**src/rtl/actmem_decomp_sequencer_if.sv**
```systemverilog
// Config/handshake bundle between layer control, the decomposition sequencer and the actmem write controller.
// When ACTMEM_SEQ_PERFCNT_EN is defined the bundle also carries cycles_o and stall_cycles_o.
interface actmem_decomp_sequencer_if #(
   parameter int N_O              = 128,
   parameter int IMAGEWIDTH       = 224,
   parameter int IMAGEHEIGHT      = 224,
   parameter int ITERATIVE_DECOMP = 1,
   parameter int PIXW             = $clog2(IMAGEWIDTH*IMAGEHEIGHT)+1,
   parameter int DECW             = $clog2(ITERATIVE_DECOMP)+1
);
   localparam int LNW = $clog2(N_O)+1;

   logic            start_i;
   logic            abort_i;
   logic [LNW-1:0]  layer_no_i;
   logic [DECW-1:0] num_passes_i;
   logic [PIXW-1:0] pixels_i;
   logic            valid_i;
   logic            latch_new_layer_o;
   logic [DECW-1:0] layer_offset_o;
   logic [DECW-1:0] layer_stride_o;
   logic [LNW-1:0]  layer_no_o;
   logic [DECW-1:0] pass_o;
   logic            busy_o;
   logic            done_o;
   logic            error_o;
`ifdef ACTMEM_SEQ_PERFCNT_EN
   logic [31:0]     cycles_o;
   logic [31:0]     stall_cycles_o;
`endif

   modport master (
`ifdef ACTMEM_SEQ_PERFCNT_EN
      input  cycles_o, stall_cycles_o,
`endif
      output start_i, abort_i, layer_no_i, num_passes_i, pixels_i, valid_i,
      input  latch_new_layer_o, layer_offset_o, layer_stride_o, layer_no_o,
      input  pass_o, busy_o, done_o, error_o
   );

   modport slave (
`ifdef ACTMEM_SEQ_PERFCNT_EN
      output cycles_o, stall_cycles_o,
`endif
      input  start_i, abort_i, layer_no_i, num_passes_i, pixels_i, valid_i,
      output latch_new_layer_o, layer_offset_o, layer_stride_o, layer_no_o,
      output pass_o, busy_o, done_o, error_o
   );
endinterface

```
**src/rtl/actmem_decomp_sequencer.sv**
```systemverilog
// Runs one output layer through num_passes decomposition passes, strobing the actmem write controller per pass.
// Optional perf counters (cycles_o, stall_cycles_o) are built only when ACTMEM_SEQ_PERFCNT_EN is defined.
module actmem_decomp_sequencer #(
   parameter int N_O              = 128,
   parameter int IMAGEWIDTH       = 224,
   parameter int IMAGEHEIGHT      = 224,
   parameter int ITERATIVE_DECOMP = 1,
   parameter int PIXW             = $clog2(IMAGEWIDTH*IMAGEHEIGHT)+1,
   parameter int DECW             = $clog2(ITERATIVE_DECOMP)+1
) (
   input logic                          clk_i,
   input logic                          rst_i,
   actmem_decomp_sequencer_if.slave     bus
);
   localparam int LNW = $clog2(N_O)+1;
   localparam logic [DECW-1:0] MAX_PASSES = DECW'(ITERATIVE_DECOMP);

   typedef enum logic [1:0] {S_IDLE, S_LATCH, S_RUN, S_DONE} state_e;

   state_e          state_q, state_d;
   logic [DECW-1:0] pass_q, pass_d;
   logic [PIXW-1:0] pix_q, pix_d;
   logic [DECW-1:0] passes_q;
   logic [PIXW-1:0] pixels_q;
   logic [LNW-1:0]  layer_no_q;
   logic [DECW-1:0] off_hold_q, stride_hold_q;
   logic [LNW-1:0]  layer_no_hold_q;
   logic            err_q, err_d;
   logic            load_cfg;
   logic            cfg_legal;
   logic            pass_end;
   logic            is_latch;

   assign cfg_legal = (bus.num_passes_i != '0) && (bus.num_passes_i <= MAX_PASSES)
                   && (bus.pixels_i != '0);
   assign pass_end  = bus.valid_i && (pix_q == pixels_q - PIXW'(1));
   assign is_latch  = (state_q == S_LATCH);

   always_ff @(posedge clk_i) begin
      if (rst_i) state_q <= S_IDLE;
      else       state_q <= state_d;
   end

   always_comb begin
      state_d  = state_q;
      pass_d   = pass_q;
      pix_d    = pix_q;
      load_cfg = 1'b0;
      err_d    = 1'b0;
      unique case (state_q)
         S_IDLE: begin
            if (bus.start_i) begin
               if (cfg_legal) begin
                  load_cfg = 1'b1;
                  pass_d   = '0;
                  state_d  = S_LATCH;
               end else begin
                  err_d = 1'b1;
               end
            end
         end
         S_LATCH: begin
            pix_d   = '0;
            state_d = S_RUN;
         end
         S_RUN: begin
            if (bus.valid_i) pix_d = pix_q + PIXW'(1);
            if (pass_end) begin
               if ((pass_q + DECW'(1)) < passes_q) begin
                  pass_d  = pass_q + DECW'(1);
                  state_d = S_LATCH;
               end else begin
                  state_d = S_DONE;
               end
            end
         end
         S_DONE:  state_d = S_IDLE;
         default: state_d = S_IDLE;
      endcase
      // abort overrides everything, including a coincident start
      if (bus.abort_i) begin
         state_d  = S_IDLE;
         pass_d   = '0;
         pix_d    = '0;
         load_cfg = 1'b0;
         err_d    = 1'b0;
      end
   end

   always_ff @(posedge clk_i) begin
      if (rst_i) begin
         pass_q          <= '0;
         pix_q           <= '0;
         err_q           <= 1'b0;
         off_hold_q      <= '0;
         stride_hold_q   <= '0;
         layer_no_hold_q <= '0;
      end else begin
         pass_q <= pass_d;
         pix_q  <= pix_d;
         err_q  <= err_d;
         if (is_latch) begin
            off_hold_q      <= pass_q;
            stride_hold_q   <= passes_q;
            layer_no_hold_q <= layer_no_q;
         end
      end
   end

   // layer configuration is pure data: captured on an accepted start, never reset
   always_ff @(posedge clk_i) begin
      if (load_cfg) begin
         layer_no_q <= bus.layer_no_i;
         passes_q   <= bus.num_passes_i;
         pixels_q   <= bus.pixels_i;
      end
   end

   assign bus.latch_new_layer_o = is_latch;
   assign bus.layer_offset_o    = is_latch ? pass_q     : off_hold_q;
   assign bus.layer_stride_o    = is_latch ? passes_q   : stride_hold_q;
   assign bus.layer_no_o        = is_latch ? layer_no_q : layer_no_hold_q;
   assign bus.pass_o            = pass_q;
   assign bus.busy_o            = (state_q != S_IDLE);
   assign bus.done_o            = (state_q == S_DONE);
   assign bus.error_o           = err_q;

`ifdef ACTMEM_SEQ_PERFCNT_EN
   logic [31:0] cycles_q, stall_q;

   always_ff @(posedge clk_i) begin
      if (rst_i || load_cfg) begin
         cycles_q <= '0;
         stall_q  <= '0;
      end else begin
         if ((state_q != S_IDLE) && (cycles_q != '1)) cycles_q <= cycles_q + 32'd1;
         if ((state_q == S_RUN) && !bus.valid_i && (stall_q != '1)) stall_q <= stall_q + 32'd1;
      end
   end

   assign bus.cycles_o       = cycles_q;
   assign bus.stall_cycles_o = stall_q;
`endif
endmodule

```
**src/flat_wrapper.sv**
```systemverilog
// flat-port wrapper written by rule: the top's interface ports become plain ports
module actmem_decomp_sequencer_flat 
#(
   parameter int N_O              = 128,
   parameter int IMAGEWIDTH       = 224,
   parameter int IMAGEHEIGHT      = 224,
   parameter int ITERATIVE_DECOMP = 1,
   parameter int PIXW             = $clog2(IMAGEWIDTH*IMAGEHEIGHT)+1,
   parameter int DECW             = $clog2(ITERATIVE_DECOMP)+1
)
  (clk_i, rst_i, bus_start_i, bus_abort_i, bus_layer_no_i, bus_num_passes_i, bus_pixels_i, bus_valid_i, bus_latch_new_layer_o, bus_layer_offset_o, bus_layer_stride_o, bus_layer_no_o, bus_pass_o, bus_busy_o, bus_done_o, bus_error_o);
  actmem_decomp_sequencer_if #(.N_O(N_O), .IMAGEWIDTH(IMAGEWIDTH), .IMAGEHEIGHT(IMAGEHEIGHT), .ITERATIVE_DECOMP(ITERATIVE_DECOMP), .PIXW(PIXW), .DECW(DECW)) bus_i ();
  input logic clk_i;
  input logic rst_i;
  input wire logic [$bits(bus_i.start_i)-1:0] bus_start_i;
  input wire logic [$bits(bus_i.abort_i)-1:0] bus_abort_i;
  input wire logic [$bits(bus_i.layer_no_i)-1:0] bus_layer_no_i;
  input wire logic [$bits(bus_i.num_passes_i)-1:0] bus_num_passes_i;
  input wire logic [$bits(bus_i.pixels_i)-1:0] bus_pixels_i;
  input wire logic [$bits(bus_i.valid_i)-1:0] bus_valid_i;
  output wire logic [$bits(bus_i.latch_new_layer_o)-1:0] bus_latch_new_layer_o;
  output wire logic [$bits(bus_i.layer_offset_o)-1:0] bus_layer_offset_o;
  output wire logic [$bits(bus_i.layer_stride_o)-1:0] bus_layer_stride_o;
  output wire logic [$bits(bus_i.layer_no_o)-1:0] bus_layer_no_o;
  output wire logic [$bits(bus_i.pass_o)-1:0] bus_pass_o;
  output wire logic [$bits(bus_i.busy_o)-1:0] bus_busy_o;
  output wire logic [$bits(bus_i.done_o)-1:0] bus_done_o;
  output wire logic [$bits(bus_i.error_o)-1:0] bus_error_o;
  assign bus_i.start_i = bus_start_i;
  assign bus_i.abort_i = bus_abort_i;
  assign bus_i.layer_no_i = bus_layer_no_i;
  assign bus_i.num_passes_i = bus_num_passes_i;
  assign bus_i.pixels_i = bus_pixels_i;
  assign bus_i.valid_i = bus_valid_i;
  assign bus_latch_new_layer_o = bus_i.latch_new_layer_o;
  assign bus_layer_offset_o = bus_i.layer_offset_o;
  assign bus_layer_stride_o = bus_i.layer_stride_o;
  assign bus_layer_no_o = bus_i.layer_no_o;
  assign bus_pass_o = bus_i.pass_o;
  assign bus_busy_o = bus_i.busy_o;
  assign bus_done_o = bus_i.done_o;
  assign bus_error_o = bus_i.error_o;
  actmem_decomp_sequencer #(.N_O(N_O), .IMAGEWIDTH(IMAGEWIDTH), .IMAGEHEIGHT(IMAGEHEIGHT), .ITERATIVE_DECOMP(ITERATIVE_DECOMP), .PIXW(PIXW), .DECW(DECW)) u_core (.clk_i(clk_i), .rst_i(rst_i), .bus(bus_i));
endmodule
```
**config.mk**
```make
export PLATFORM = sky130hd
export DESIGN_NAME = actmem_decomp_sequencer_flat
export DESIGN_NICKNAME = d
export VERILOG_FILES = /design/src/rtl/actmem_decomp_sequencer_if.sv /design/src/rtl/actmem_decomp_sequencer.sv /design/src/flat_wrapper.sv
export SDC_FILE = /design/constraint.sdc
export NUM_CORES = 1
export LEC_CHECK = 0
export CORE_MARGIN = 2
export CORE_UTILIZATION = 48
export DETAILED_ROUTE_END_ITERATION = 16
export PLACE_DENSITY_LB_ADDON = 0.2
export REMOVE_ABC_BUFFERS = 1
export SLEW_MARGIN = 10
export SYNTH_ARGS = -nofsm -noshare
export SYNTH_HDL_FRONTEND = slang
export SYNTH_SLANG_ARGS = --single-unit
```
**constraint.sdc**
```tcl
create_clock -name clk_i -period 5.05 [get_ports clk_i]
set_clock_uncertainty 0.15 [all_clocks]
set_input_delay 1.515 -clock clk_i [delete_from_list [all_inputs] [get_ports clk_i]]
set_output_delay 1.515 -clock clk_i [all_outputs]
set_load 0.005 [all_outputs]
```
==> metrics.yaml, run 1 <==
run_status:
  status: "finished, final reports clean"
global_routing:
  grt_usage: 0.2143
  met3_usage: 0.05056
  grtUsageMet2: 0.3358
  overflow: 0
  grt_pass1_wl_um: 10410
  busiest_layer: "met2"
  antenna_found_initial: 0
  grt_use_met1: 0.2838
  grt_pass1_vias: 2233
  grt_max_degree: 27
cells_and_area:
  stdcell_area_sq_um: 3538
  post_route_cells_drive_above_1_share: 0.08309
  layout_common_cells: "nand2_1 (49), clkdlybuf4s50_1 (45), dfxtp_1 (31)"
  area_growth_pct: 26.76
  final_nets: 377
  antenna_cells: 0
  layout.cells.most_common: "nand2_1"
setup_path:
  worst_ep_required_time_ns: 3.39
  startpoint_type: "flop"
  critPathKind: "flop to output port"
  cp-end-kind: "output port"
  arrival_ns: 2.03
  cp_max_fo: 12
sta:
  setup_violations: 0
  totalNegativeSetupSlack_ns: 0
  hold_viol_final: 0
  tightest_slew_ns: 0.6950
  final.min_clock_period_ns: 3.699
  relSlewSlack: 0.5366
  grt_setup_unrepaired: "false"
  worst_slack_ns: 1.351
  max_freq_ghz: 0.2704
  fin_crit_sh: 0.7324
  slew_violations: 0
die:
  core_sq_um: 5574
  die_h_um: 80.26
  ioPinCount: 46
  die-area_sq_um: 6442
  fp.dieW_um: 80.26
  start_util: 0.5008
  fp-row-count: 27
clocking:
  cts_buffers: 9
  ctsHoldBuffers: 0
  worstSkewPairLatency_ns: 0.34
  post_cts_buffers: 0
  cts.sinks: 57
  cts_buffer_depth: 2
  htree_num_levels: 3
  cts_tree: "done"
  cts_root_buffer: "clkbuf_8"
  cts_resized: 0
  clkSlewWorstSetupHoldPaths_ns: 0.07
routing:
  via_count: 2344
  drt_wl_total_um: 6160
  wl_per_cell_um: 14.63
  drt_iter0_markers: 151
  vias_per_cell: 5.568
  drc: 0
  ant_nets: 0
  drtPass1Iterations: 4
yosys:
  async_flop_share: 0
  synth_area_sq_um: 2791
  synth_cells: 296
  ys_warn_count: 0
  seq_area_frac_synth: 0.5020
  synth_flop_cell: "dfxtp_1"
  synth-seq-cells: 57
  syn_avg_cell_area_sq_um: 9.430
  synth.distinct_cells: 50
  synth_enable_flop_cells: 26
power:
  ir_drop_v: 0.0003021
  p_per_area_nw_per_um2: 294.9
  power.leakage_nw: 1.225
placed_design:
  place.gp.congestion: 0.8849
  placed_area_sq_um: 3312
  port_buffers: 45
  place_hpwl_um: 4503
  dp_slack_ns: 1.178
worst_hold_path:
  min_path_type: "flop to flop"
run:
  maxCapViolations: 0
==> state kept, by name (all words and copies together), names as in the netlist, 2 cells and up <==
name and cells:
u_core.pix_q 17, u_core.pixels_q 17, u_core.layer_no_hold_q 8, u_core.layer_no_q 8
u_core.state_q 2
==> worst paths after layout <==
path,end,startpoint,cells past startpoint,slack [ns]
hold / removal,u_core.layer_no_hold_q[7],u_core.layer_no_hold_q[7],2,0.32
setup reg to reg,u_core.state_q[1],u_core.pixels_q[0],8,2.19
setup / recovery,bus_layer_no_o[0],u_core.state_q[0],5,1.35
hold reg to reg,u_core.layer_no_hold_q[7],u_core.layer_no_hold_q[7],2,0.32
==> through the flow <==
step                      total power [W]  instances  hold WS (ns)  utilization
after floorplan                 0.0005295        286        0.2880            -
after global placement          0.0005708        405        0.3016       0.5942
after detailed placement        0.0005716        405        0.3087       0.5942
after CTS                        0.001052        421        0.3192       0.6348
after global routing             0.001078        421        0.3384       0.6348
final                            0.001044        421        0.3161       0.6348
==> area by class of cell <==
type	count	area, sq um
Multi-Input combinational cell	225	1340
Clock buffer	9	123.9
Sequential cell	57	1401
Tap cell	72	90.09
Inverter	4	15.01
Clock inverter	7	102.6
Fill cell	487	2036
Timing Repair Buffer	47	465.4
==> layer usage <==
| metal | share of wire | up-vias |
|---|---|---|
| met1 | 0.47 | 1094 |
| met5 | 0 | - |
| met3 | 0.064 | 7 |
| met4 | 0.0078 | 0 |
| met2 | 0.46 | 67 |
| li1 | - | 1176 |
==> Yosys cell counts (4+ instances only) <==
| master | n | area, sq um |
|---|---|---|
| inv_1 | 4 | 15.01 |
| and3_1 | 5 | 31.28 |
| nor3_1 | 7 | 35.03 |
| edfxtp_1 | 26 | 780.8 |
| nor2_1 | 25 | 93.84 |
| o21ai_1 | 4 | 20.02 |
| nand3_1 | 12 | 60.06 |
| dfxtp_1 | 31 | 620.6 |
| nand2_1 | 49 | 183.9 |
| nand2b_1 | 5 | 31.28 |
| clkbuf_1 | 10 | 37.54 |
| xor2_1 | 7 | 61.31 |
| o21a_1 | 4 | 30.03 |
| nor4_1 | 7 | 43.79 |
| a21oi_1 | 23 | 115.1 |
| or4_1 | 4 | 30.03 |
| xnor2_1 | 14 | 122.6 |
| nand4_1 | 7 | 43.79 |
==> worst max-delay path: stages, from the launching register on <==
cell and delay (ns):
dfxtp_1 0.51, nand2b_1 0.12, inv_1 0.32, nand2_1 0.14, nand2_1 0.09, clkdlybuf4s50_1 0.50
==> cells by family (layout without fill, tap and decap cells) <==
family | Yosys count | count (layout) | share of synthesized area
XOR/XNOR | 21 | 21 | 0.06589
AO/OA/AOI/OAI | 50 | 50 | 0.1107
buffers and inverters | 14 | 67 | 0.01883
adder cells (fa/ha/maj) | 2 | 2 | 0.008963
AND/OR/NAND/NOR | 147 | 147 | 0.2743
flip-flops | 57 | 57 | 0.5020
multiplexers | 5 | 5 | 0.01927
==> where the power goes <==
part           total (W)  switching (W)  internal [W]
clock           0.000482       0.000201      0.000282
combinational  0.0000629      0.0000269     0.0000360
sequential      0.000498     0.00000691      0.000491
Note: power is estimated with default switching activity, not from simulation.
==> inputs of run 2 (changes only) <==
==> constraint.sdc (replaced) <==
create_clock -name clk_i -period 3.8 [get_ports clk_i]
set_clock_uncertainty 0.15 [all_clocks]
set_input_delay 1.14 -clock clk_i [delete_from_list [all_inputs] [get_ports clk_i]]
set_output_delay 1.14 -clock clk_i [all_outputs]
set_load 0.005 [all_outputs]
==> run 2 against run 1 <==
  * Largest power group unchanged
  * First-iteration DRC count fell by 1.3%
  * Sequential power up 33%
  * Critical endpoint is now bus_layer_no_o[5]
  * Die area unchanged
  * Combinational power is 38% higher
  * Global-route usage is 0.056 points lower
  * Setup slack worse by 0.83 ns
  * Register-to-register slack worse by 1.3 ns
==> metrics.yaml, run 2 (synthesized netlist as in run 1, its figures left out) <==
sta:
  relSlewSlack: 0.6066  # +0.06992
  hold_viol_final: 0  # unchanged
  final.min_clock_period_ns: 3.276
  setup_violations: 0  # unchanged
  totalNegativeSetupSlack_ns: 0  # unchanged
  slew_violations: 0  # unchanged
  fin_crit_sh: 0.8620
  worst_hold_slack_ns: 0.3116  # -0.004517 ns
  tightest_slew_ns: 0.5848  # -0.1103 ns
  grt_setup_unrepaired: "false"
  max_freq_ghz: 0.3053
setup_path:
  cp_common_cell: "nand2_1"
  crit_path_top_delay_cell: "dfxtp_1"
  arrival_ns: 1.99  # -0.04 ns
  cpPeakStageDelay_ns: 0.51  # about the same
  endpoint: "bus_layer_no_o[5]"
  worst_ep_required_time_ns: 2.51  # -0.88 ns
  r2r-start: "u_core.pixels_q[0]"
  critPathKind: "flop to output port"
  cp-end-kind: "output port"
  r2r_cells: 8  # unchanged
  r2r_end: "u_core.state_q[1]"
  crit_chain: "nand2b_1, inv_1, nand2_1, nand2_1, clkdlybuf4s50_1"
  startpoint_type: "flop"
  cp_max_fo: 12  # unchanged
  rrSetupSlack_ns: 0.92  # -1.27 ns
  crit_start: "u_core.state_q[0]"
cells_and_area:
  final_nets: 380  # +0.80%
  post_route_cells_drive_above_1_share: 0.08807  # +0.004974
  largestRegisters: "u_core.pix_q (17), u_core.pixels_q (17)"
  layout.cells.most_common: "nand2_1"
  antenna_cells: 0  # unchanged
  fill_cells: 491  # +0.82%
  final_util: 0.6348  # unchanged
  area_growth_pct: 26.76  # unchanged
  stdcell_area_sq_um: 3538  # unchanged
  layout_common_cells: "nand2_1 (49), clkdlybuf4s50_1 (45), dfxtp_1 (31)"
routing:
  ant_nets: 0  # unchanged
  wl_per_cell_um: 14.55  # -0.53%
  drc: 0  # unchanged
  drt_wl_total_um: 6171  # +0.18%
  drtPass1Iterations: 4  # unchanged
  vias_per_cell: 5.564  # about the same
  via_count: 2359  # +0.64%
  drt_iter0_markers: 149  # -1.3%
clocking:
  cts_buffer_depth: 2  # unchanged
  cts.sinks: 57  # unchanged
  worstSkewPairLatency_ns: 0.34  # about the same
  htree_num_levels: 3  # unchanged
  cts_tree: "done"
  cts_root_buffer: "clkbuf_8"
  ctsHoldBuffers: 0  # unchanged
  post_cts_buffers: 0  # unchanged
  cts_resized: 0  # unchanged
  clkSlewWorstSetupHoldPaths_ns: 0.06  # about the same
  cts_buffers: 9  # unchanged
power:
  power.net_switching_w: 0.0002895  # +23%
  ir_drop_v: 0.0003177  # +5.2%
  p_comb_frac: 0.066  # +0.006
  power.leakage_nw: 1.226  # about the same
  p_clk_frac: 0.430  # -0.032
  power.internal_w: 0.001024  # +27%
  p_per_area_nw_per_um2: 371.2  # +26%
  seq_power_share: 0.504  # +0.027
  switching_share: 0.2204  # -0.004516
global_routing:
  busiest_layer: "met2"
  grt_use_met1: 0.2700  # -0.01379
  antenna_found_initial: 0  # unchanged
  grtUsageMet2: 0.3458  # +0.01000
  overflow: 0  # unchanged
  grt_pass1_vias: 2236  # +0.13%
  met3_usage: 0.06742  # +0.01685
  grt_usage: 0.2137  # -0.0005641
  grt_max_degree: 27  # unchanged
  grt_pass1_wl_um: 10320  # -0.86%
run_status:
  status: "finished, final reports clean"
placed_design:
  placed_area_sq_um: 3334  # +0.68%
  port_buffers: 45  # unchanged
  place.gp.congestion: 0.8758  # -1.0%
  place_hpwl_um: 4575  # +1.6%
die:
  die_h_um: 80.26  # unchanged
  die-area_sq_um: 6442  # unchanged
  ioPinCount: 46  # unchanged
  start_util: 0.5008  # unchanged
  fp.dieW_um: 80.26  # unchanged
  core_sq_um: 5574  # unchanged
  fp-row-count: 27  # unchanged
worst_hold_path:
  min_path_type: "flop to flop"
run:
  maxCapViolations: 0  # unchanged
run 2: changes by cell type in the layout (fill, tap and decap cells not counted):
cell        before  now
clkinvlp_4       1    2
clkinv_4         3    1
clkbuf_8         9   10
bufinv_16        2    1
clkinv_1         0    1
buf_4            2    5
run 2: worst min-delay path by stage:
stage | start | endpoint | slack (ns) | depth (start not counted)
after floorplan | u_core.layer_no_hold_q[0] | u_core.layer_no_hold_q[0] | 0.29 | 2
after global placement | u_core.stride_hold_q | u_core.stride_hold_q | 0.30 | 2
after detailed placement | u_core.off_hold_q | u_core.off_hold_q | 0.31 | 2
after CTS | u_core.off_hold_q | u_core.off_hold_q | 0.32 | 2
after global routing | u_core.stride_hold_q | u_core.stride_hold_q | 0.34 | 2
final | u_core.off_hold_q | u_core.off_hold_q | 0.31 | 2
run 2: metal layers:
layer	vias to the layer above	wire length (um)
li1	1177	-
met1	1109	2786
met2	69	2952
met3	4	380
met4	0	53
met5	-	0
run 2: layout make-up:
| cell class | instances | area, sq um | area share |
|---|---|---|---|
| flip-flops and latches | 57 | 1401 | 0.3960 |
| clock inverters | 6 | 66.31 | 0.01874 |
| repair buffers | 50 | 488.0 | 0.1379 |
| well taps | 72 | 90.09 | 0.02546 |
| multi-input cells | 225 | 1340 | 0.3787 |
| clock buffers | 10 | 137.6 | 0.03890 |
| inverters | 4 | 15.01 | 0.004243 |
run 2: power by group through the flow:
stage	Clock (W)	Sequential [W]	Combinational, W
final	0.000565	0.000662	0.0000868
after global routing	0.000608	0.000663	0.0000948
after CTS	0.000583	0.000662	0.0000870
after detailed placement	0	0.000676	0.0000865
after global placement	0	0.000675	0.0000857
after floorplan	0	0.000674	0.0000301
run 2: per-stage QoR:
step / setup slack, ns / total power [W] / instances
final: 0.5244 / 0.001314 / 424
after CTS: 0.4864 / 0.001332 / 424
after floorplan: 0.4979 / 0.0007037 / 286
after global placement: 0.4613 / 0.0007611 / 408
after detailed placement: 0.4115 / 0.0007620 / 408
after global routing: 0.3038 / 0.001367 / 424
run 2: critical path: cells and delay by family (launching register included):
| kind | cells | cell delay, ns |
|---|---|---|
| flip-flops | 1 | 0.51 |
| buffers and inverters | 2 | 0.81 |
| AND/OR/NAND/NOR | 3 | 0.33 |
==> inputs of run 3 (changes only) <==
--- a/config.mk
+++ b/config.mk
@@ -5,9 +5,11 @@
 export SDC_FILE = /design/constraint.sdc
 export NUM_CORES = 1
 export LEC_CHECK = 0
+export CAP_MARGIN = 20
 export CORE_MARGIN = 2
 export CORE_UTILIZATION = 48
 export DETAILED_ROUTE_END_ITERATION = 16
+export MAX_ROUTING_LAYER = met4
 export PLACE_DENSITY_LB_ADDON = 0.2
 export REMOVE_ABC_BUFFERS = 1
 export SLEW_MARGIN = 10
==> run 3 against run 2 <==
  * Total power barely moved
  * Critical path type unchanged
  * First-iteration DRC count is 3.4% higher
  * Die area unchanged
  * Highest routed layer unchanged
  * Clock power hardly changed
  * Critical path depth stayed put
  * Final cell count unchanged
  * Flip-flop and latch count did not move
==> metrics.yaml, run 3 (synthesized netlist as in run 1, its figures left out) <==
global_routing:
  grt_usage: 0.2195  # +0.005777
  antenna_found_initial: 0  # unchanged
  grt_pass1_vias: 2234  # -0.089%
  grt_pass1_wl_um: 10310  # -0.14%
  grt_max_degree: 27  # unchanged
  overflow: 0  # unchanged
clocking:
  cts_buffer_depth: 2  # unchanged
  cts_tree: "done"
  htree_num_levels: 3  # unchanged
  post_cts_buffers: 0  # unchanged
  ctsHoldBuffers: 0  # unchanged
  clkSlewWorstSetupHoldPaths_ns: 0.06  # about the same
  cts_root_buffer: "clkbuf_8"
  worstSkewPairLatency_ns: 0.34  # about the same
  cts.sinks: 57  # unchanged
  cts_buffers: 9  # unchanged
  cts_resized: 0  # unchanged
sta:
  hold_viol_final: 0  # unchanged
  final.min_clock_period_ns: 3.276  # +0.0005940 ns
  setup_violations: 0  # unchanged
  fin_crit_sh: 0.8622  # about the same
  relSlewSlack: 0.6078  # +0.001258
  slew_violations: 0  # unchanged
  tightest_slew_ns: 0.5829  # -0.001870 ns
  grt_setup_unrepaired: "false"
  max_freq_ghz: 0.3052  # about the same
  totalNegativeSetupSlack_ns: 0  # unchanged
setup_path:
  cp-end-kind: "output port"
  cpPeakStageDelay_ns: 0.51  # about the same
  startpoint_type: "flop"
  worst_ep_required_time_ns: 2.51  # about the same
  crit_path_top_delay_cell: "dfxtp_1"
  crit_chain: "nand2b_1, inv_1, nand2_1, nand2_1, clkdlybuf4s50_1"
  cp_common_cell: "nand2_1"
  arrival_ns: 1.99  # about the same
  cp_max_fo: 12  # unchanged
  critPathKind: "flop to output port"
die:
  start_util: 0.5008  # unchanged
  fp-row-count: 27  # unchanged
  die_h_um: 80.26  # unchanged
  die-area_sq_um: 6442  # unchanged
  ioPinCount: 46  # unchanged
  core_sq_um: 5574  # unchanged
  fp.dieW_um: 80.26  # unchanged
cells_and_area:
  layout.cells.most_common: "nand2_1"
  largestRegisters: "u_core.pix_q (17), u_core.pixels_q (17)"
  area_growth_pct: 26.76  # unchanged
  final_nets: 380  # unchanged
  post_route_cells_drive_above_1_share: 0.08807  # unchanged
  layout_common_cells: "nand2_1 (49), clkdlybuf4s50_1 (45), dfxtp_1 (31)"
  antenna_cells: 0  # unchanged
power:
  switching_share: 0.2202  # about the same
  power.internal_w: 0.001024  # unchanged
  finalPower_w: 0.001313  # about the same
  p_clk_frac: 0.430  # about the same
  p_comb_frac: 0.066  # about the same
  seq_power_share: 0.504  # about the same
  power.leakage_nw: 1.226  # unchanged
  ir_drop_v: 0.0003161  # -0.51%
  p_per_area_nw_per_um2: 371.1  # about the same
  power.net_switching_w: 0.0002892  # -0.12%
routing:
  via_count: 2356  # -0.13%
  drtPass1Iterations: 4  # unchanged
  drt_iter0_markers: 154  # +3.4%
  wl_per_cell_um: 14.45  # -0.71%
  drt_wl_total_um: 6127  # -0.71%
  ant_nets: 0  # unchanged
  vias_per_cell: 5.557  # -0.13%
  drc: 0  # unchanged
placed_design:
  place.gp.congestion: 0.8902  # +1.6%
  place_hpwl_um: 4575  # unchanged
  port_buffers: 45  # unchanged
run_status:
  status: "finished, final reports clean"
run:
  maxCapViolations: 0  # unchanged
worst_hold_path:
  min_path_type: "flop to flop"
## run 3: cell counts in the layout (fill, tap and decap cells not counted)
Identical to the previous run, type by type.
## run 3: layout make-up
type,instances,area (sq um)
repair buffers,50,488.0
well taps,72,90.09
fillers,491,2036
clock buffers,10,137.6
clock inverters,6,66.31
inverters,4,15.01
flip-flops and latches,57,1401
multi-input cells,225,1340
## run 3: critical path, delay by kind of cell, from the launching register on
kind,cells,cell delay (ns)
and+or+nand+nor,3,0.34
buffers and inverters,2,0.81
DFF,1,0.51
## run 3: path summary, 6_finish.rpt
kind / to / slack, ns / from / depth (start not counted)
worst min-delay path: u_core.off_hold_q / 0.31 / u_core.off_hold_q / 2
worst max register to register: u_core.state_q[1] / 0.93 / u_core.pixels_q[0] / 8
worst max-delay path: bus_layer_no_o[5] / 0.52 / u_core.state_q[0] / 5
worst min register to register: u_core.off_hold_q / 0.31 / u_core.off_hold_q / 2
## run 3: routing by layer
| metal | vias up | GRT usage | wire (um) |
|---|---|---|---|
| li1 | 1177 | - | - |
| met1 | 1106 | 0.2714 | 2743 |
| met2 | 69 | 0.3458 | 2912 |
| met3 | 4 | 0.06517 | 418 |
| met4 | 0 | 0.07288 | 52 |
| met5 | - | - | 0 |
## run 3: per-stage QoR
stage                     std cells  instance area (sq um)  setup slack (ns)  utilization  hold slack [ns]
after global placement          408                   3334            0.4613       0.5982           0.3016
after CTS                       424                   3538            0.4864       0.6348           0.3165
after floorplan                 286                   2754            0.4979            -           0.2880
final                           424                   3538            0.5238       0.6348           0.3119
after global routing            424                   3538            0.3040       0.6348           0.3415
after detailed placement        408                   3334            0.4115       0.5982           0.3077
## run 3: power by group through the flow
| stage | Sequential, W | Combinational, W | Clock [W] |
|---|---|---|---|
| after CTS | 0.000662 | 0.0000870 | 0.000583 |
| after floorplan | 0.000674 | 0.0000301 | 0 |
| after global placement | 0.000675 | 0.0000857 | 0 |
| after global routing | 0.000663 | 0.0000948 | 0.000608 |
| final | 0.000662 | 0.0000866 | 0.000565 |
| after detailed placement | 0.000676 | 0.0000865 | 0 |
